===== src/rtl/apb_pkg.sv =====
// APB register file: shared FSM encoding and wait-counter width.
// Imported by apb_regfile.
package apb_pkg;
   typedef enum logic [1:0] {
      IDLE,
      SETUP,
      WAIT,
      ACCESS
   } state_t;

   localparam int WAIT_W = 4;
endpackage


===== src/rtl/apb_regbank.sv =====
// APB register file storage: NREG x DATA_W array.
// Write port skips read-only and out-of-range registers.
module apb_regbank #(
   parameter int              DATA_W  = 8,
   parameter int              ADDR_W  = 8,
   parameter int              NREG    = 16,
   parameter logic [NREG-1:0] RO_MASK = '0
) (
   input  logic              clk,
   input  logic              reset,
   input  logic              we,
   input  logic [ADDR_W-1:0] waddr,
   input  logic [DATA_W-1:0] wdata,
   input  logic [ADDR_W-1:0] raddr,
   output logic [DATA_W-1:0] rdata
);
   localparam int IW = (NREG > 1) ? $clog2(NREG) : 1;
   localparam logic [ADDR_W:0] LIM = (ADDR_W+1)'(NREG);

   logic [DATA_W-1:0] mem [NREG];
   logic [IW-1:0]     widx;
   logic [IW-1:0]     ridx;
   logic              wok;

   assign widx = waddr[IW-1:0];
   assign ridx = raddr[IW-1:0];
   assign wok  = ({1'b0, waddr} < LIM) && !RO_MASK[widx];

   // register array: cleared on reset, written when the slot is writable
   always_ff @(posedge clk or negedge reset) begin
      if (!reset) begin
         for (int i = 0; i < NREG; i++) begin
            mem[i] <= '0;
         end
      end else if (we && wok) begin
         mem[widx] <= wdata;
      end
   end

   // read port returns zero for addresses past the array
   always_comb begin
      rdata = '0;
      if ({1'b0, raddr} < LIM) begin
         rdata = mem[ridx];
      end
   end
endmodule


===== src/rtl/apb_regfile.sv =====
// APB slave register file: FSM, wait states, response logic.
// Define APB_REGFILE_WAIT_EN to add WAIT_CYC wait states per access.
module apb_regfile
   import apb_pkg::*;
#(
   parameter int              DATA_W   = 8,
   parameter int              ADDR_W   = 8,
   parameter int              NREG     = 16,
   parameter logic [NREG-1:0] RO_MASK  = '0,
   parameter int              WAIT_CYC = 2
) (
   input  logic              clk,
   input  logic              reset,
   input  logic [ADDR_W-1:0] addr,
   input  logic [DATA_W-1:0] pwdata,
   input  logic              pwrite,
   input  logic              psel,
   input  logic              penable,
   output logic [DATA_W-1:0] prdata,
   output logic              pready,
   output logic              pslverr
);
   localparam int IW = (NREG > 1) ? $clog2(NREG) : 1;
   localparam logic [ADDR_W:0] LIM = (ADDR_W+1)'(NREG);

   if (NREG < 1 || NREG > 2**ADDR_W ||
       WAIT_CYC < 0 || WAIT_CYC > 15) begin : g_bad_param
      $error("apb_regfile: illegal parameters");
   end

   state_t            state;
   state_t            cur;
   logic [ADDR_W-1:0] addr_q;
   logic [DATA_W-1:0] wd_q;
   logic [DATA_W-1:0] rd_q;
   logic [DATA_W-1:0] prdata_q;
   logic [DATA_W-1:0] rdata;
   logic              wr_q;
   logic              err_q;
   logic              we;
   logic              setup_c;
   logic              acc_c;
   logic              err_c;

   assign setup_c = psel & ~penable;
   assign acc_c   = psel & penable;
   assign err_c   = ({1'b0, addr} >= LIM) |
                    (pwrite & RO_MASK[addr[IW-1:0]]);

`ifdef APB_REGFILE_WAIT_EN
   logic [WAIT_W-1:0] cnt;
   logic              wait_done;

   assign wait_done = (cnt == WAIT_W'(WAIT_CYC));

   // number of wait cycles already spent in this transfer
   always_ff @(posedge clk or negedge reset) begin
      if (!reset) begin
         cnt <= '0;
      end else begin
         cnt <= (cur == WAIT) ? cnt + 1'b1 : '0;
      end
   end
`endif

   // state register: bus phase seen in the previous cycle
   always_ff @(posedge clk or negedge reset) begin
      if (!reset) begin
         state <= IDLE;
      end else begin
         state <= cur;
      end
   end

   // phase of the current cycle; anything off-protocol falls back
   always_comb begin
      cur = setup_c ? SETUP : IDLE;
      unique case (state)
         SETUP: begin
            if (acc_c) begin
`ifdef APB_REGFILE_WAIT_EN
               cur = (WAIT_CYC != 0) ? WAIT : ACCESS;
`else
               cur = ACCESS;
`endif
            end
         end
`ifdef APB_REGFILE_WAIT_EN
         WAIT: begin
            if (acc_c) begin
               cur = wait_done ? ACCESS : WAIT;
            end
         end
`endif
         default: ;
      endcase
   end

   // response: prdata only moves to the new value on a read
   always_comb begin
      pready  = (cur == ACCESS);
      pslverr = pready & err_q;
      we      = pready & wr_q & ~err_q;
      prdata  = (pready & ~wr_q) ? rd_q : prdata_q;
   end

   // capture the request in setup; retire a read into prdata
   always_ff @(posedge clk or negedge reset) begin
      if (!reset) begin
         addr_q   <= '0;
         wd_q     <= '0;
         wr_q     <= 1'b0;
         err_q    <= 1'b0;
         rd_q     <= '0;
         prdata_q <= '0;
      end else begin
         if (cur == SETUP) begin
            addr_q <= addr;
            wd_q   <= pwdata;
            wr_q   <= pwrite;
            err_q  <= err_c;
            rd_q   <= rdata;
         end
         if (pready && !wr_q) begin
            prdata_q <= rd_q;
         end
      end
   end

   apb_regbank #(
      .DATA_W  (DATA_W),
      .ADDR_W  (ADDR_W),
      .NREG    (NREG),
      .RO_MASK (RO_MASK)
   ) u_bank (
      .clk   (clk),
      .reset (reset),
      .we    (we),
      .waddr (addr_q),
      .wdata (wd_q),
      .raddr (addr),
      .rdata (rdata)
   );
endmodule


===== config.mk =====
export PLATFORM = sky130hd
export DESIGN_NAME = apb_regfile
export DESIGN_NICKNAME = d
export VERILOG_FILES = /design/src/rtl/apb_pkg.sv /design/src/rtl/apb_regbank.sv /design/src/rtl/apb_regfile.sv
export SDC_FILE = /design/constraint.sdc
export NUM_CORES = 1
export LEC_CHECK = 0
export ABC_AREA = 0
export CAP_MARGIN = 20
export CORE_ASPECT_RATIO = 0.8
export CORE_MARGIN = 3
export CORE_UTILIZATION = 55
export DETAILED_ROUTE_END_ITERATION = 10
export GPL_ROUTABILITY_DRIVEN = 0
export GPL_TIMING_DRIVEN = 0
export PLACE_DENSITY = 0.71
export SYNTH_ARGS = -nofsm -noshare
export SYNTH_HDL_FRONTEND = slang
export SYNTH_SLANG_ARGS = --single-unit
export TNS_END_PERCENT = 5

===== constraint.sdc =====
create_clock -name clk -period 2.8 [get_ports clk]
set_clock_uncertainty 0.05 [all_clocks]
set_input_delay 0.28 -clock clk [delete_from_list [all_inputs] [get_ports clk]]
set_output_delay 0.28 -clock clk [all_outputs]
set_load 0.005 [all_outputs]

==> results of run 1 <==
## worst min path at each step
stage / slack [ns] / endpoint
2_1_floorplan: -0.07 / addr_q[0]$_DFFE_PN0N_
3_3_place_gp: 0.43 / u_bank.mem[98]$_DFFE_PN0P_
3_5_place_dp: 0.41 / u_bank.mem[111]$_DFFE_PN0P_
4_1_cts: 0.28 / addr_q[3]$_DFFE_PN0N_
5_1_grt: 0.33 / addr_q[3]$_DFFE_PN0N_
6_report: 0.28 / addr_q[3]$_DFFE_PN0N_
## cell usage in the layout, fill, tap and decap left out
| cell | Yosys | layout |
|---|---|---|
| o21a_1 | 1 | 1 |
| nor2b_1 | 2 | 2 |
| or4_1 | 3 | 3 |
| nor2_1 | 1 | 1 |
| nor3_4 | 9 | 9 |
| clkbuf_1 | 22 | 21 |
| buf_6 | 4 | 5 |
| bufinv_16 | 0 | 2 |
| mux2_2 | 120 | 120 |
| and3_1 | 1 | 1 |
| o31ai_1 | 8 | 8 |
| nor4_1 | 1 | 1 |
| dlygate4sd3_1 | 0 | 1 |
| clkinv_2 | 0 | 1 |
| buf_16 | 0 | 1 |
| nor4_4 | 4 | 4 |
| nand4b_4 | 1 | 1 |
| clkinv_4 | 0 | 4 |
| buf_4 | 0 | 1 |
| or4b_1 | 1 | 1 |
| and2_1 | 1 | 1 |
| clkbuf_16 | 0 | 17 |
| a22oi_1 | 8 | 8 |
| clkbuf_8 | 0 | 1 |
| buf_1 | 3 | 3 |
| buf_2 | 6 | 6 |
| clkinvlp_4 | 0 | 2 |
| a21boi_0 | 1 | 1 |
| and4b_2 | 1 | 1 |
| inv_6 | 0 | 4 |
| and4b_1 | 1 | 1 |
| dfrtp_1 | 164 | 164 |
| mux2i_1 | 8 | 8 |
| nand2_1 | 54 | 54 |
| mux4_2 | 32 | 32 |
| clkdlybuf4s50_1 | 0 | 25 |
| mux2_4 | 24 | 24 |
| nand2b_1 | 6 | 6 |
## cell families (layout without fill, tap and decap cells)
kind of cell | Yosys count | in the layout | synth area share
buffers and inverters | 35 | 94 | 0.0225
DFF | 164 | 164 | 0.547
muxes | 184 | 184 | 0.335
AOI/OAI and AO/OA | 18 | 18 | 0.0180
and+or+nand+nor | 86 | 86 | 0.0779
## what timing repair did
action                                 4_1_cts  5_1_grt
hold buffers                                 1        0
setup endpoints to repair                    8        5
endpoints found under the hold margin      100        0
gates resized for setup                      2        1
## layout make-up
cell class,count,area (sq um)
clock inverters,13,150
well taps,175,219
multi-input cells,288,3230
plain buffers,35,173
flip-flops and latches,164,4100
clock buffers,18,439
repair buffers,28,299
fillers,927,4490
## metal layers
layer / wire (microns) / global-route usage
met1: 7350 / 0.346
met2: 7790 / 0.361
met3: 1040 / 0.0515
met4: 192 / 0.0598
met5: 0 / 0
## power breakdown
part | internal (mW) | switching (mW)
clock | 1.35 | 0.994
combinational | 0.0992 | 0.222
sequential | 2.40 | 0.0609
total | 3.85 | 1.28
## cell usage after synthesis, drive strengths merged
| master | n |
|---|---|
| mux4 | 32 |
| buf | 13 |
| or4 | 3 |
| nor2 | 1 |
| and2 | 1 |
| o21a | 1 |
| mux2 | 144 |
| a21boi | 1 |
| nand2b | 6 |
| mux2i | 8 |
| nand4b | 1 |
| nand2 | 54 |
| or4b | 1 |
| a22oi | 8 |
| o31ai | 8 |
| dfrtp | 164 |
| nor3 | 9 |
| and4b | 2 |
| nor4 | 5 |
| and3 | 1 |
| nor2b | 2 |
| clkbuf | 22 |
## per-stage QoR
step / cell area, sq um / hold slack [ns] / setup WS (ns)
floorplan: 7500 / -0.0656 / 0.752
global placement: 7980 / 0.432 / -4.91
detailed placement: 8010 / 0.409 / -0.139
CTS: 8620 / 0.280 / 0.0492
global route: 8620 / 0.331 / 0.0147
finish: 8620 / 0.281 / 0.109
## sequential cells by signal (all words and copies together) (netlist names)
| register | count |
|---|---|
| state | 2 |
| u_bank.mem | 128 |
| prdata_q | 8 |
| wr_q | 1 |
| err_q | 1 |
| wd_q | 8 |
| rd_q | 8 |
| addr_q | 8 |
## worst register-to-register path: cells and delay by family (launching register included)
kind                   cells  cell delay (ns)
buffers and inverters      1             0.24
DFF                        1             0.43
muxes                      1             0.41
and+or+nand+nor            3             1.13
==> impl_metrics.env, run 1 <==
export IMPL_via_per_inst=5.84
export IMPL_holdPathStages=3
export IMPL_dr_pass1_iters=4
export IMPL_worstHoldPathType="in -> reg"
export IMPL_clockBufferDepth=2
export IMPL_vias=4209
export IMPL_critPathCapture="prdata[7]"
export IMPL_grt_use_total=0.236
export IMPL_stdcell_count=721
export IMPL_grt_overflow=0
export IMPL_ant_nets=0
export IMPL_start_kind="register"
export IMPL_pin_count=31
export IMPL_ys_warn_count=0
export IMPL_row_count=37
export IMPL_dpl_cell_count=689
export IMPL_status="finished, final reports clean"
export IMPL_cpPeakStageDelay_ns=0.48
export IMPL_p_leak_nw=4.21
export IMPL_postCtsSetupRepairBufs=0
export IMPL_dpl_hpwl_microns=10800
export IMPL_cts_root_buf="clkbuf_16"
export IMPL_n_antenna_cell=0
export IMPL_worst_pin_slew_ns=0.921
export IMPL_nets=555
export IMPL_r2r_end="u_bank.mem[61]$_DFFE_PN0P_"
export IMPL_die_h_microns=110
export IMPL_routedWlPerCell_microns=22.7
export IMPL_die_area_sq_um=15100
export IMPL_area_delta_synth_final_pct=14.8
export IMPL_cts_sinks=164
export IMPL_p_total_mw=5.13
export IMPL_fmax_ghz=0.372
export IMPL_start_util=0.573
export IMPL_path_depth=5
export IMPL_cts_made_buffers=17
export IMPL_tns_ns=0
export IMPL_worstSetupPathType="reg -> out"
export IMPL_cts_max_level=4
export IMPL_syn_cell_area_sq_um=7500
export IMPL_cts_tree="built"
export IMPL_path_cells="and4b_2, nor2b_1, buf_4, mux2_2, clkdlybuf4s50_1"
export IMPL_ys_seq_area_frac=0.547
export IMPL_setup_viol=0
export IMPL_irDropWorstVdd_mv=0.446
export IMPL_worstSetupEndpointType="output pin"
export IMPL_reg2reg_depth=5
export IMPL_port_buffers=26
export IMPL_yosysTopAreaCell="dfrtp_1"
export IMPL_hold_viol_final=0
export IMPL_grt_pass1_wl_microns=26500
export IMPL_arrival_ns=2.36
export IMPL_drt_total_wl_microns=16400
export IMPL_synthCells=487
export IMPL_grt_max_degree=102
export IMPL_clk_pin_slew_ns=0.06
export IMPL_clk_latency_ns=0.43
export IMPL_ys_ff_latch=164
export IMPL_cp_data_required_time_ns=2.47
export IMPL_syn_avg_cell_area_sq_um=15.4
export IMPL_r2r_start="addr_q[6]$_DFFE_PN0N_"
export IMPL_utilization=0.658
export IMPL_cap_viol_max_count=0
export IMPL_critPathMaxFanout=8
export IMPL_layout_drive_gt1_share=0.430
export IMPL_relSlewSlack=0.386
export IMPL_netlist_top_cells_area="dfrtp_1, mux2_2, mux4_2, mux2_4, nand2_1"
export IMPL_die_w_microns=137
export IMPL_min_from="addr[3]"
export IMPL_finalCritPeriodShare=0.961
export IMPL_rsz0062_at_grt="no"
export IMPL_cp_slowest_cell="clkdlybuf4s50_1"
export IMPL_reg2reg_slack_ns=0.44
export IMPL_power_density_nw_per_um2=595
export IMPL_layout_min_cycle_time_ns=2.69
export IMPL_cp_top_family="buffers and inverters"
export IMPL_yosysUniqueCellTypes=27
export IMPL_antenna_found_initial=0
export IMPL_drt_iter0_drc=241
export IMPL_drc=0
export IMPL_fp_coreArea_sq_um=13100
export IMPL_crit_buf_inv=2
export IMPL_synth_top_area_frac=0.547
export IMPL_drv_slew=0
export IMPL_crit_path_start="state[1]$_DFF_PN0_"
export IMPL_syn_num_nets=508
export IMPL_first_global_vias=4590
Power figures use the tool's default switching activity.
==> run 2: changes to the inputs <==
--- a/config.mk
+++ b/config.mk
@@ -6,10 +6,10 @@
 export NUM_CORES = 1
 export LEC_CHECK = 0
 export ABC_AREA = 0
-export CAP_MARGIN = 20
 export CORE_ASPECT_RATIO = 0.8
 export CORE_MARGIN = 3
 export CORE_UTILIZATION = 55
+export CTS_BUF_LIST = sky130_fd_sc_hd__clkbuf_4
 export DETAILED_ROUTE_END_ITERATION = 10
 export GPL_ROUTABILITY_DRIVEN = 0
 export GPL_TIMING_DRIVEN = 0
==> impl_metrics.env, run 2 (synthesized netlist as in run 1, its figures left out) <==
export IMPL_status="finished, final reports clean"
export IMPL_top_register="u_bank.mem"
export IMPL_relSlewSlack=0.382
export IMPL_cts_max_level=4
export IMPL_vias=4231
export IMPL_routedWlPerCell_microns=22.0
export IMPL_cts_sinks=164
export IMPL_area_delta_synth_final_pct=10.9
export IMPL_clockBufferDepth=2
export IMPL_crit_path_start="state[1]$_DFF_PN0_"
export IMPL_arrival_ns=2.35
export IMPL_die_w_microns=137
export IMPL_r2r_end="u_bank.mem[62]$_DFFE_PN0P_"
export IMPL_worstSetupPathType="reg -> out"
export IMPL_clk_latency_ns=0.53
export IMPL_clk_pin_slew_ns=0.13
export IMPL_die_area_sq_um=15100
export IMPL_irDropWorstVdd_mv=0.402
export IMPL_p_leak_nw=4.10
export IMPL_finalCritPeriodShare=0.957
export IMPL_fp_coreArea_sq_um=13100
export IMPL_power_density_nw_per_um2=503
export IMPL_internal_power_mw=3.04
export IMPL_cpPeakStageDelay_ns=0.44
export IMPL_layout_min_cycle_time_ns=2.68
export IMPL_layout_commonest_cell="dfrtp_1"
export IMPL_ant_nets=0
export IMPL_grt_overflow=0
export IMPL_worstHoldPathType="in -> reg"
export IMPL_path_cells="and4b_2, nor2b_4, buf_8, mux2_2, clkdlybuf4s50_1"
export IMPL_p_sw_mw=1.14
export IMPL_dpl_hpwl_microns=10800
export IMPL_rsz0062_at_grt="no"
export IMPL_nets=556
export IMPL_cts_tree="built"
export IMPL_start_kind="register"
export IMPL_die_h_microns=110
export IMPL_n_antenna_cell=0
export IMPL_grt_use_total=0.229
export IMPL_grt_pass1_wl_microns=25900
export IMPL_fill_cells=959
export IMPL_via_per_inst=5.86
export IMPL_power_frac_comb=0.076
export IMPL_drt_iter0_drc=237
export IMPL_placed_cell_area_sq_um=8010
export IMPL_reg2reg_depth=6
export IMPL_design_area_sq_um=8320
export IMPL_drv_slew=0
export IMPL_row_count=37
export IMPL_pwr_share_clk=0.335
export IMPL_critPathMaxFanout=8
export IMPL_largest_reg_flops=128
export IMPL_worstSetupEndpointType="output pin"
export IMPL_cts_root_buf="clkbuf_4"
export IMPL_r2r_start="state[1]$_DFF_PN0_"
export IMPL_start_util=0.573
export IMPL_cap_viol_max_count=0
export IMPL_fmax_ghz=0.373
export IMPL_switching_share=0.273
export IMPL_grt_max_degree=102
export IMPL_drc=0
export IMPL_cp_slowest_cell="clkdlybuf4s50_1"
export IMPL_port_buffers=26
export IMPL_antenna_found_initial=0
export IMPL_first_global_vias=4568
export IMPL_drt_total_wl_microns=15900
export IMPL_layout_drive_gt1_share=0.431
export IMPL_utilization=0.635
export IMPL_dr_pass1_iters=4
export IMPL_worst_pin_slew_ns=0.927
export IMPL_pin_count=31
export IMPL_cp_data_required_time_ns=2.47
export IMPL_setup_viol=0
export IMPL_reg2reg_slack_ns=0.39
export IMPL_seq_power_share=0.589
export IMPL_critPathCapture="prdata[5]"
export IMPL_hold_viol_final=0
export IMPL_cts_made_buffers=17
export IMPL_layout_common_cells="dfrtp_1, mux2_2, nand2_1, mux4_2, mux2_4"
-- run 2: routing by layer --
metal / share of wire / routed length [microns] / global-route usage / up-vias
li1: - / - / - / 1886
met1: 0.46 / 7310 / 0.335 / 2232
met2: 0.47 / 7450 / 0.346 / 93
met3: 0.054 / 857 / 0.0524 / 20
met4: 0.017 / 263 / 0.0651 / 0
met5: 0 / 0 / 0 / -
-- run 2: worst min path at each step --
| stage | startpoint | to | slack (ns) | cells after the start |
|---|---|---|---|---|
| final | addr[3] | addr_q[3]$_DFFE_PN0N_ | 0.16 | 3 |
| after floorplan | reset | addr_q[0]$_DFFE_PN0N_ | -0.07 | 0 |
| after global routing | addr[3] | addr_q[3]$_DFFE_PN0N_ | 0.17 | 3 |
| after global placement | u_bank.mem[98]$_DFFE_PN0P_ | u_bank.mem[98]$_DFFE_PN0P_ | 0.43 | 1 |
| after CTS | addr[3] | addr_q[3]$_DFFE_PN0N_ | 0.13 | 3 |
| after detailed placement | reset | u_bank.mem[111]$_DFFE_PN0P_ | 0.41 | 1 |
-- run 2: worst max-delay path, delay by kind of cell, from the launching register on --
family / cells / cell delay, ns
buffers and inverters: 2 / 0.58
and+or+nand+nor: 2 / 0.48
DFF: 1 / 0.41
muxes: 1 / 0.35
-- run 2: power groups by stage --
stage	Sequential (mW)	Combinational, mW	Clock (mW)
floorplan	2.48	0.179	0
global placement	2.51	0.306	0
detailed placement	2.51	0.321	0
CTS	2.46	0.325	1.43
global route	2.47	0.356	1.55
finish	2.46	0.320	1.40
-- run 2: cell type report --
cell class | instances | area [sq um] | share of cell area
plain buffers | 35 | 180 | 0.0216
flip-flops and latches | 164 | 4100 | 0.493
clock inverters | 14 | 154 | 0.0185
repair buffers | 29 | 300 | 0.0361
clock buffers | 17 | 128 | 0.0153
well taps | 175 | 219 | 0.0263
multi-input cells | 288 | 3240 | 0.389
-- run 2: metrics by stage --
step / hold slack [ns] / setup WS (ns) / setup TNS (ns) / cells / total power, mW
2_1_floorplan: -0.0656 / 0.752 / 0 / 487 / 2.66
3_3_place_gp: 0.432 / -4.91 / -803.93 / 688 / 2.81
3_5_place_dp: 0.409 / -0.139 / -0.978 / 689 / 2.83
4_1_cts: 0.129 / 0.00625 / 0 / 721 / 4.22
5_1_grt: 0.174 / 0.00907 / 0 / 722 / 4.37
6_report: 0.160 / 0.120 / 0 / 722 / 4.19
-- run 2: what timing repair did --
| item | CTS | global route |
|---|---|---|
| gates resized for setup | 10 | 1 |
| endpoints found under the setup margin | 8 | 3 |
| hold buffers | 1 | 0 |
| setup buffers | 0 | 1 |
| hold endpoints to repair | 100 | 0 |
